==> src/rtl/preg_free_list.sv <==
// Purpose : circular free list of physical register ids for the rename stage.
// Latency : grant is a combinational read of the list head; a returned preg is grantable one cycle later.
// Backpress: alloc_ready_o low (empty or rebuilding) stalls rename; a free into a full list is dropped and flagged.
//
// Ports
//   clk, rstn      clock, synchronous active-low reset
//   alloc_req_i    rename consumes the granted preg this cycle (only when alloc_ready_o)
//   alloc_ready_o  a preg is available (list non-empty and not rebuilding)
//   alloc_preg_o   preg id at the head of the list
//   free_valid_i   retire returns free_preg_i to the tail of the list
//   flush_i        discard the list and rebuild it from scratch
//   count_o        number of free pregs currently held
//   init_done_o    high while the list is usable
//   error_o        one-cycle pulse after a dropped free (list full, or during rebuild)
module preg_free_list #(
  parameter int PRFSIZE      = 64,
  parameter int PREG_ID_BITS = $clog2(PRFSIZE),
  parameter int INIT_RSVD    = 0
) (
  input  logic                    clk,
  input  logic                    rstn,
  input  logic                    alloc_req_i,
  output logic                    alloc_ready_o,
  output logic [PREG_ID_BITS-1:0] alloc_preg_o,
  input  logic                    free_valid_i,
  input  logic [PREG_ID_BITS-1:0] free_preg_i,
  input  logic                    flush_i,
  output logic [PREG_ID_BITS:0]   count_o,
  output logic                    init_done_o,
  output logic                    error_o
);

  // Count and rebuild index need one extra bit so "full" (PRFSIZE) is representable.
  localparam int CW    = PREG_ID_BITS + 1;
  localparam int NFREE = PRFSIZE - INIT_RSVD;

  localparam logic [CW-1:0]           CNT_FULL  = CW'(PRFSIZE);
  localparam logic [CW-1:0]           CNT_INIT  = CW'(NFREE);
  localparam logic [CW-1:0]           INIT_LAST = CW'(NFREE - 1);
  localparam logic [PREG_ID_BITS-1:0] RSVD_ID   = PREG_ID_BITS'(INIT_RSVD);
  // Truncation gives NFREE mod PRFSIZE because PRFSIZE is a power of two.
  localparam logic [PREG_ID_BITS-1:0] TAIL_INIT = PREG_ID_BITS'(NFREE);

  typedef enum logic {
    ST_INIT = 1'b0,
    ST_RUN  = 1'b1
  } state_t;

  state_t state_q, state_d;

  logic [CW-1:0]           init_cnt_q;
  logic [PREG_ID_BITS-1:0] head_q;
  logic [PREG_ID_BITS-1:0] tail_q;
  logic [CW-1:0]           count_q;
  logic [CW-1:0]           count_d;
  logic                    error_q;

  logic [PREG_ID_BITS-1:0] fifo [PRFSIZE];

  logic in_init;
  logic in_run;
  logic init_last;
  logic list_full;
  logic list_ready;
  logic alloc_fire;
  logic free_fire;
  logic free_err;
  logic [PREG_ID_BITS-1:0] init_val;

  // ---------------------------------------------------------------------------
  // Qualified events. A flush cycle swallows every request, including the error.
  // ---------------------------------------------------------------------------
  assign in_init    = (state_q == ST_INIT);
  assign in_run     = (state_q == ST_RUN);
  assign init_last  = in_init && (init_cnt_q == INIT_LAST);
  assign list_full  = (count_q == CNT_FULL);
  assign list_ready = in_run && (count_q != '0);

  assign alloc_fire = alloc_req_i && list_ready && !flush_i;
  // A free into a full list is refused even if an alloc frees a slot the same cycle.
  assign free_fire  = free_valid_i && in_run && !list_full && !flush_i;
  assign free_err   = free_valid_i && !flush_i && (in_init || list_full);

  assign init_val   = init_cnt_q[PREG_ID_BITS-1:0] + RSVD_ID;

  // ---------------------------------------------------------------------------
  // FSM: state register
  // ---------------------------------------------------------------------------
  always_ff @(posedge clk) begin
    if (!rstn) begin
      state_q <= ST_INIT;
    end else begin
      state_q <= state_d;
    end
  end

  // ---------------------------------------------------------------------------
  // FSM: next state
  // ---------------------------------------------------------------------------
  always_comb begin
    state_d = state_q;
    if (flush_i) begin
      state_d = ST_INIT;
    end else begin
      case (state_q)
        ST_INIT: if (init_last) state_d = ST_RUN;
        ST_RUN:  state_d = ST_RUN;
        default: state_d = ST_INIT;
      endcase
    end
  end

  // ---------------------------------------------------------------------------
  // FSM: outputs. Only alloc_preg_o is a memory read; the rest come from flops,
  // so there is no input-to-alloc_ready_o path.
  // ---------------------------------------------------------------------------
  always_comb begin
    alloc_ready_o = list_ready;
    init_done_o   = in_run;
    count_o       = count_q;
    error_o       = error_q;
    alloc_preg_o  = fifo[head_q];
  end

  // ---------------------------------------------------------------------------
  // Occupancy update: a simultaneous alloc and free cancel out.
  // ---------------------------------------------------------------------------
  always_comb begin
    count_d = count_q;
    case ({free_fire, alloc_fire})
      2'b10:   count_d = count_q + CW'(1);
      2'b01:   count_d = count_q - CW'(1);
      default: count_d = count_q;
    endcase
  end

  // ---------------------------------------------------------------------------
  // Pointers, count, rebuild index and error pulse.
  // ---------------------------------------------------------------------------
  always_ff @(posedge clk) begin
    if (!rstn) begin
      init_cnt_q <= '0;
      head_q     <= '0;
      tail_q     <= '0;
      count_q    <= '0;
      error_q    <= 1'b0;
    end else if (flush_i) begin
      init_cnt_q <= '0;
      head_q     <= '0;
      tail_q     <= '0;
      count_q    <= '0;
      error_q    <= 1'b0;
    end else begin
      error_q <= free_err;
      if (in_init) begin
        init_cnt_q <= init_cnt_q + CW'(1);
        // Publish the rebuilt list in one step on the last write so that
        // count stays zero (and nothing is grantable) for the whole rebuild.
        if (init_last) begin
          head_q  <= '0;
          tail_q  <= TAIL_INIT;
          count_q <= CNT_INIT;
        end
      end else begin
        if (alloc_fire) head_q <= head_q + PREG_ID_BITS'(1);
        if (free_fire)  tail_q <= tail_q + PREG_ID_BITS'(1);
        count_q <= count_d;
      end
    end
  end

  // ---------------------------------------------------------------------------
  // List storage. Not reset: every entry is rewritten by the rebuild before it
  // can be granted. Write port is shared between rebuild and retire frees.
  // ---------------------------------------------------------------------------
  always_ff @(posedge clk) begin
    if (rstn && !flush_i) begin
      if (in_init) begin
        fifo[init_cnt_q[PREG_ID_BITS-1:0]] <= init_val;
      end else if (free_fire) begin
        fifo[tail_q] <= free_preg_i;
      end
    end
  end

endmodule

==> config.mk <==
export PLATFORM = sky130hd
export DESIGN_NAME = preg_free_list
export DESIGN_NICKNAME = d
export VERILOG_FILES = /design/src/rtl/preg_free_list.sv
export SDC_FILE = /design/constraint.sdc
export NUM_CORES = 1
export LEC_CHECK = 0
export ABC_AREA = 1
export BUFFER_PORTS_ARGS = -buffer_cell sky130_fd_sc_hd__buf_2
export CAP_MARGIN = 20
export CORE_MARGIN = 3
export CORE_UTILIZATION = 45
export DETAILED_ROUTE_END_ITERATION = 7
export PLACE_DENSITY = 0.71
export SYNTH_ARGS = -nofsm -noshare
export SYNTH_HDL_FRONTEND = slang
export SYNTH_SLANG_ARGS = --single-unit
==> constraint.sdc <==
create_clock -name clk -period 2.75 [get_ports clk]
set_clock_uncertainty 0.2 [all_clocks]
set_input_delay 0.4125 -clock clk [delete_from_list [all_inputs] [get_ports clk]]
set_output_delay 0.4125 -clock clk [all_outputs]
set_load 0.05 [all_outputs]
# --- Word-level counts from Yosys, hierarchy flattened ---
# Memories as Yosys holds them, arrays and structs flattened. A register that Yosys moved wholly into a read port is not among the register bits.
# Index checks and enable logic that the tools add are counted.
totals:
  ff_bits: 28
  ramBits: 384
  output_inout_bits: 16
  wordCells: 63
  mem_count: 1
classes:
  addsub: 5
  eq_ne: 7
  mux: 22
  bitwise: 2
  reduce_logical: 20
mem_list:
  columns: ["name", "depth", "width", "read_ports", "rd_ports_with_merged_regs", "wr", "line_no", "text"]
  rows:
  - ["fifo", 64, 6, 1, 1, 1, "58", "logic [PREG_ID_BITS-1:0] fifo [PRFSIZE];"]
ops:
  columns: ["operator", "count"]
  rows:
  - ["6-bit 2-to-1 mux", 9]
  - ["7-bit by 1-bit adder with 7-bit output (second input constant)", 2]
  - ["7-bit 2-to-1 mux", 2]
  - ["7-bit case mux with 2 select lines", 1]
  - ["6-bit by 1-bit adder with 6-bit output (second input constant)", 2]
  - ["1-bit logical AND", 10]
  - ["1-bit 2-to-1 mux", 9]
  - ["7-bit by 6-bit equality test with 1-bit output (second input constant)", 1]
  - ["7-bit equality test (second input constant)", 1]
  - ["7-bit nonzero test", 1]
  - ["7-bit by 1-bit subtractor with 7-bit output (second input constant)", 1]
  - ["2-bit AND reduction", 3]
  - ["6-bit OR reduction", 1]
  - ["2-bit by 1-bit != test with 1-bit output (second input constant)", 2]
  - ["3-bit by 1-bit != test with 1-bit output (second input constant)", 1]
  - ["2-bit by 1-bit equality test with 1-bit output (second input constant)", 1]
  - ["2-bit equality test (second input constant)", 1]
  - ["1-bit zero test", 2]
  - ["1-bit inverter", 2]
  - ["1-bit case mux with 2 select lines", 1]
  - ["2-bit nonzero test", 1]
  - ["2-bit OR reduction", 1]
  - ["1-bit logical OR", 1]

# --- Longest topological paths before layout ---
# Gate-level depths: netlist of the first run.
logic_depth:
  ltp_word: 10
  mapped_depth: 15
  ltp_nobuf: 15

# --- Worst setup path after synthesis of the first run ---
# No wires, ideal clock.
synth_timing:
  kind: "register to register"
  startpoint: "register state_q, in the netlist init_done_o"
  endpoint: "register count_q[5], in the netlist count_o[5]"
  arrival_ns: 2.640
  required_time_ns: 2.418
  path_slack_ns: -0.223
  stages_incl_launch_ff: 13
  path_buffers: 0
  cell_sequence: "dfxtp_1 > inv_2 > nor3_1 > nand2_1 > inv_1 > ha_1 > nand2_1 > nand2_1 > nand2_1 > nand3_1 > or2_2 > nand3_1 > a21oi_1"
synth_between:
  elab_chain_len: 6
  word_cells_on_any_way: 15
  classes_between: "eq/ne (3); mux (2); bitwise (1); reduce/logical (9)"
synth_lines:
  columns: ["item", "line_no", "text"]
  rows:
  - ["start: declaration", "49", "state_t state_q, state_d;"]
  - ["start signal: assignment", "93", "state_q <= state_d;"]
  - ["1-bit logical AND, on equally long branches", "77, 81", null]
  - ["1-bit logical AND, on equally long branches (2 in a row)", "79, 81", null]
  - ["2-bit by 1-bit equality test with 1-bit output or 2-bit equality test (tied branches)", "130", "case ({free_fire, alloc_fire})"]
  - ["7-bit case mux with 2 select lines or 3-bit by 1-bit != test with 1-bit output (tied branches)", null, null]
  - ["7-bit 2-to-1 mux or 2-bit AND reduction (tied branches)", null, null]
  - ["end signal: assignment", "167", "count_q <= count_d;"]
  - ["end: declaration", "54", "logic [CW-1:0] count_q;"]
# Parallel ways exist; a longest one is shown, timed or not.
# A chain may end at the register's enable or synchronous reset.

==> results of run 1 <==
metal layers:
| metal | up-vias | share of wire, % | track usage (%) |
|---|---|---|---|
| li1 | 5854 | - | - |
| met1 | 6033 | 41 | 28.9 |
| met2 | 602 | 47 | 34.8 |
| met3 | 107 | 8.8 | 3.95 |
| met4 | 0 | 3.3 | 6.71 |
| met5 | - | 0 | 0 |
layout by cell type (no fill, tap or decap), types with 2 or more instances in the layout:
cell,netlist,layout
nand2_1,532,526
edfxtp_1,384,384
nand3_1,320,311
nor2_1,95,92
buf_4,0,83
a21oi_1,44,43
clkbuf_16,0,43
inv_1,37,36
dfxtp_1,34,23
buf_2,14,20
buf_12,0,16
buf_6,1,14
nand2_2,8,13
nor3_1,14,13
o211ai_1,12,12
clkbuf_1,43,12
inv_2,10,11
nand3_2,1,10
o21ai_0,15,10
dfxtp_2,0,9
ha_1,8,8
nor2_2,4,7
buf_16,0,7
clkinv_2,0,6
clkinv_1,1,6
o21ai_1,0,5
o21ai_2,4,4
nand2_4,4,4
nor2_8,3,3
xor2_1,3,3
bufinv_16,0,3
o21ai_4,2,2
nor2_4,2,2
and3_1,2,2
nand4_1,2,2
dfxtp_4,0,2
dlygate4sd3_1,0,2
registers in the layout (all words and copies together) (netlist names), named ones only:
signal	count
head_q	6
tail_q	6
fifo	384
error_o	1
init_cnt_q	7
count_o	7
init_done_o	1
worst reg2reg max path: stages (launching register included):
cell,delay (ns)
dfxtp_2,0.39
nor2_1,0.06
nand2_1,0.13
nor2_2,0.08
nor2_8,0.17
nand2_8,0.13
nand2_2,0.11
o21ai_2,0.13
nor2_2,0.20
nand2_2,0.33
nor2_1,0.24
buf_4,0.18
timing repair:
| action | 4_1_cts | 5_1_grt |
|---|---|---|
| hold buffers | 2 | 0 |
| buffers inserted | 3 | 0 |
| gates resized for setup | 41 | 12 |
| endpoints found under the hold margin | 1 | 0 |
| endpoints found under the setup margin | 6 | 198 |
| gates cloned | 4 | 1 |
| pin swaps | 10 | 2 |
metrics by stage:
stage          utilization [%]  power [W]  setup slack [ns]
2_1_floorplan                -    0.00708            0.0356
3_3_place_gp              50.2    0.00715            0.0943
3_5_place_dp              50.2    0.00715            0.0544
4_1_cts                   54.3     0.0125            -0.198
5_1_grt                   54.5     0.0127            -0.347
6_report                  54.5     0.0124            -0.267
logic make-up after synthesis:
kind of cell / after synthesis / share of synthesized area [%]
flip-flops: 418 / 69.3
XOR/XNOR: 4 / 0.199
AO/OA/AOI/OAI: 78 / 2.61
buffers and inverters: 130 / 2.93
adder cells (fa/ha/maj): 9 / 0.682
AND/OR/NAND/NOR: 989 / 24.3
power by group:
part / internal, W / switching [W]
Sequential: 0.00687 / 0.00000327
Combinational: 0.0000428 / 0.000109
Clock: 0.00312 / 0.00226
worst min-delay path by stage:
stage,startpoint,to,slack [ns],cells past startpoint
6_report,flush_i,count_o[4],0.14,5
3_3_place_gp,tail_q[5],tail_q[5],0.25,2
5_1_grt,flush_i,count_o[4],0.15,5
2_1_floorplan,tail_q[5],tail_q[5],0.24,2
3_5_place_dp,tail_q[5],tail_q[5],0.26,2
4_1_cts,flush_i,count_o[2],0.12,5
cell type report:
cell class                      count  area (µm²)  share of cell area (%)
Inverter                           49         194                   0.933
Tap cell                          511         639                    3.08
Clock buffer                       55        1110                    5.34
Timing Repair Buffer              144        1450                    6.99
Clock inverter                     18         175                   0.843
Sequential cell                   418       12200                    58.8
Multi-Input combinational cell   1080        4990                    24.0
==> key figures, run 1 <==
Routing
  • Detail Route Antenna Nets: 0
  • DRT iter0 DRCs: 1299
  • Wirelength per Cell: 19.6 µm
  • DRC: 0
  • Drt total wl: 44500 µm
  • Pre-antenna DRT Iters: 6
  • Via-per-instance ratio: 5.54
  • Routed via count: 12600

Synth
  • Ys Warns: 0
  • Most numerous cell in the Yosys netlist: nand2_1
  • Net Count, Synth: 1648
  • Post-synth top area cell: edfxtp_1
  • Top FF cell, synth: edfxtp_1
  • Syn avg cell area: 10.8 µm²
  • Unique masters post-synth: 34
  • EDFF count, synth: 384
  • Cell Area, Synth: 0.0176 mm²
  • Synth async-reset ratio: 0%
  • Cells after synthesis: 1628
  • Synth top area cells: edfxtp_1, nand2_1, nand3_1, dfxtp_1, nor2_1
  • Top cells by count, synth: nand2_1, edfxtp_1, nand3_1
  • Post-synth top area share: 65.4%
  • Sequential-to-total area share from yosys stat: 69.3%
  • Yosys reg bits: 418

Clock tree
  • # clock sinks: 418
  • Clk_lat worst skew: 0.53 ns
  • Root buf cell: clkbuf_16
  • CTS tree: done
  • Clock Tree Buf Depth: 3
  • Reg clk slew, reported paths: 0.06 ns
  • TritonCTS Buffers: 41
  • Clock H-tree levels: 2

Final layout
  • Layout cell share with drive strength beyond 1: 15.4%
  • Fillers: 3133
  • # diodes: 0
  • Fin cells: 2275
  • Area added between synthesis and finish: 18.0%
  • Finished Cell Area: 0.0208 mm²
  • Nets: 1754

Timing
  • Final Slew Violations: 0
  • Setup ws final: -0.267 ns
  • Minimum clock period: 3.02 ns
  • RSZ-0062 raised after global routing: true
  • Hold WS: 0.141 ns
  • Final period utilization: 110%
  • Achievable Freq: 331 MHz
  • Post-Route Setup TNS: -1.36 ns
  • # setup viols final: 6
  • Slew headroom: 61.4%
  • Final hold violation count: 0
  • Actual slew at the worst max-slew pin: 0.578 ns

Placement
  • HPWL Detailed: 27000 µm
  • PortBufs: 26
  • Placed Cells: 2192
  • GP Congestion: 0.880
  • Dpl cell area: 0.0191 mm²

GRT
  • All-Layer GR Usage: 21.2%
  • Vias in the first global route: 12300
  • Grt total ovfl: 0
  • First-pass GRT wire length: 68400 µm
  • Antenna violations before repair: 0
  • Largest net degree at the start of global routing: 73

Critical path
  • Worst path depth: 11
  • R2r startpoint: count_o[0]
  • Buf/Inv on CP: 3
  • Nature of the critical path endpoint: output port
  • CP max stage cell: dfxtp_4
  • Critical Path RT: 2.14 ns
  • Reg2reg path depth: 11
  • FF-to-FF End: fifo[24][0]
  • Worst setup path class: reg -> out
  • R2r setup slk: 0.10 ns
  • Startpoint Class: flop
  • CP Capture Point: alloc_preg_o[2]
  • Cell mode on critical path: nand2_1
  • WP data arrival: 2.40 ns
  • Critical-path cell list: buf_8 -> buf_16 -> nand2_1 -> nand3_1 -> nand3_1 -> nand2_1 -> nand2_1 -> nand3_2 -> o211ai_1 -> nand2_1 -> buf_6
  • Crit Path Max Fanout: 20
  • CP top delay family: simple AND/OR/NAND/NOR gates
  • Maximum cell stage delay along the critical path: 0.45 ns

Pwr
  • PwrDens: 597 mW/mm²
  • Worst IR drop on VDD: 0.000432 V
  • Total leakage power: 7.80 nW

Floorplanning
  • Core ar.: 0.0381 mm²
  • # rows: 71
  • Initial Util: 46.2%
  • Die area: 0.0416 mm²
  • # IOs: 27
  • Chip height: 204 µm
  • Die W: 204 µm

Hold path
  • Hold Path Class: in -> reg

Outcome
  • Status: finished, violations left
  • Violated checks: setup timing

Run
  • Max Cap Violations: 0
No activity file was read; power rests on OpenSTA's default activity.
==> inputs of run 2 (changes only) <==
Settings changed: ABC_AREA 1 to 0, CORE_UTILIZATION 45 to 25, PLACE_DENSITY 0.71 to 0.48.
==> key figures, run 2 <==
Final layout
  • Most common cell after layout, fill and taps aside: edfxtp_1
  • Layout cell share with drive strength beyond 1: 40.0%
  • Nets: 1215
  • FF+latch area: 0.0122 mm²
  • Area added between synthesis and finish: 29.4%
  • # diodes: 0
  • Fillers: 6443
  • Biggest register: fifo
  • Flip-flop count of the largest register after layout: 384
  • Area occupied by multi-input gates: 0.00493 mm²
  • Most frequent cells in the layout: edfxtp_1, buf_4, mux4_2, nor2_1, clkbuf_16

Critical path
  • Crit Path Max Fanout: 15
  • Critical-path cell list: buf_12 -> buf_4 -> buf_4 -> clkbuf_16 -> mux4_2 -> o22ai_1 -> a211oi_1 -> a21o_1 -> buf_6
  • Worst setup path class: reg -> out
  • Nature of the critical path endpoint: output port
  • CP max stage cell: mux4_2
  • Startpoint Class: flop
  • Cell mode on critical path: buf_4
  • CP top delay family: buffers and inverters
  • Buf/Inv on CP: 5
  • Critical Path RT: 2.14 ns
  • WP data arrival: 2.80 ns
  • Maximum cell stage delay along the critical path: 0.52 ns

Floorplanning
  • Chip height: 267 µm
  • Core ar.: 0.0674 mm²
  • # IOs: 27
  • Die area: 0.0714 mm²
  • # rows: 95
  • Die W: 267 µm
  • Initial Util: 25.3%

GRT
  • First-pass GRT wire length: 64300 µm
  • Antenna violations before repair: 0
  • Largest net degree at the start of global routing: 65
  • All-Layer GR Usage: 12.2%
  • Grt total ovfl: 0
  • Vias in the first global route: 9811

Routing
  • Wirelength per Cell: 20.8 µm
  • Pre-antenna DRT Iters: 5
  • Detail Route Antenna Nets: 0
  • DRC: 0
  • Routed via count: 9560
  • Via-per-instance ratio: 4.54
  • Drt total wl: 43800 µm
  • DRT iter0 DRCs: 823

Synth
  • Post-synth top area share: 67.6%
  • Cell Area, Synth: 0.0171 mm²
  • Cells after synthesis: 965
  • Synth async-reset ratio: 0%
  • Yosys reg bits: 418
  • Unique masters post-synth: 67
  • Post-synth top area cell: edfxtp_1
  • Synth top area cells: edfxtp_1, mux4_2, dfxtp_1, nor2_1, mux2i_1
  • Syn avg cell area: 17.7 µm²
  • Net Count, Synth: 985
  • Sequential-to-total area share from yosys stat: 71.6%
  • Ys Warns: 0
  • Top cells by count, synth: edfxtp_1, nor2_1, mux4_2
  • EDFF count, synth: 384
  • Top FF cell, synth: edfxtp_1
  • Most numerous cell in the Yosys netlist: edfxtp_1

Placement
  • HPWL Detailed: 28800 µm
  • PortBufs: 26
  • GP Congestion: 0.760

Timing
  • Achievable Freq: 293 MHz
  • Final period utilization: 124%
  • Slew headroom: 60.9%
  • Minimum clock period: 3.41 ns
  • RSZ-0062 raised after global routing: true
  • Hold WS: 0.0565 ns
  • Actual slew at the worst max-slew pin: 0.584 ns
  • Setup ws final: -0.664 ns
  • Post-Route Setup TNS: -3.60 ns
  • Final hold violation count: 0
  • # setup viols final: 6
  • Final Slew Violations: 0

Run
  • Max Cap Violations: 0

Clock tree
  • Clock Tree Buf Depth: 3
  • CTS tree: done
  • # clock sinks: 418
  • Clock H-tree levels: 2
  • Reg clk slew, reported paths: 0.06 ns
  • Root buf cell: clkbuf_16
  • TritonCTS Buffers: 46
  • Clk_lat worst skew: 0.58 ns

Pwr
  • Worst IR drop on VDD: 0.000394 V
  • PwrDens: 605 mW/mm²
  • Total leakage power: 7.18 nW

Hold path
  • Hold Path Class: in -> reg

Outcome
  • Violated checks: setup timing
  • Status: finished, violations left
run 2: cells by family (layout without fill, tap and decap cells):
group           after synthesis  after routing  synth area share, %
compound gates              125            125                 4.87
xor+xnor                     15             15                0.770
flops                       418            418                 71.6
fa+ha+maj                     9              9                0.704
mux                         119            119                 14.1
buf+inv                      57            323                 1.70
simple gates                222            222                 6.31
run 2: area by class of cell:
class                      count  area share (%)
sequential                   418            55.5
clock inverter                31            1.73
clock buffer                  53            5.43
timing repair buffer         234            10.0
tap                          873            4.95
inverter                       5          0.0850
multi-input combinational    490            22.3
run 2: worst paths after layout:
path	endpoint	startpoint	slack (ns)	depth (start not counted)
setup / recovery	alloc_preg_o[4]	flop	-0.66	9
hold / removal	error_o	flush_i	0.06	5
setup reg to reg	count_o[6]	count_o[2]	0.05	11
hold reg to reg	init_cnt_q[6]	init_cnt_q[6]	0.30	2
run 2: worst register-to-register path: stages (launching register included):
cell,delay [ns]
dfxtp_4,0.35
nor4_4,0.34
a31oi_2,0.16
buf_6,0.16
nor2_4,0.25
fa_2,0.28
a211oi_2,0.06
o21bai_1,0.12
a21o_1,0.17
nor2_1,0.06
a2111o_1,0.37
a21oi_1,0.12
run 2: power by group:
part / total, W / switching (W) / internal [W]
combinational: 0.000135 / 0.0000893 / 0.0000454
sequential: 0.00687 / 0.00000277 / 0.00686
clock: 0.00636 / 0.00255 / 0.00381
total: 0.0134 / 0.00264 / 0.0107
run 2: stage by stage:
step                cells  total power, W  setup WS (ns)  util, %  area (µm²)
detailed placement   1990         0.00713         -0.191     29.4       19800
CTS                  2081          0.0136         -0.683     32.0       21600
global route         2104          0.0138         -0.738     32.7       22100
global placement     1990         0.00713         -0.221     29.4       19800
finish               2104          0.0134         -0.664     32.7       22100
floorplan             965         0.00706       -0.00889        -       17200
run 2: timing repair:
item                                    in CTS  in global routing
hold buffers                                 1                  0
buffers inserted                             6                 24
gates cloned                                 0                  1
pin swaps                                    5                 16
endpoints found under the setup margin      24                262
hold endpoints to repair                     1                  0
gates resized for setup                     23                 65
run 2: per-layer routing:
layer | wire length, µm | track usage [%] | share of wire, %
met1 | 20200 | 17.0 | 46
met3 | 2000 | 2.06 | 4.6
met2 | 20900 | 19.6 | 48
met5 | 0 | 0 | 0
met4 | 728 | 3.36 | 1.7
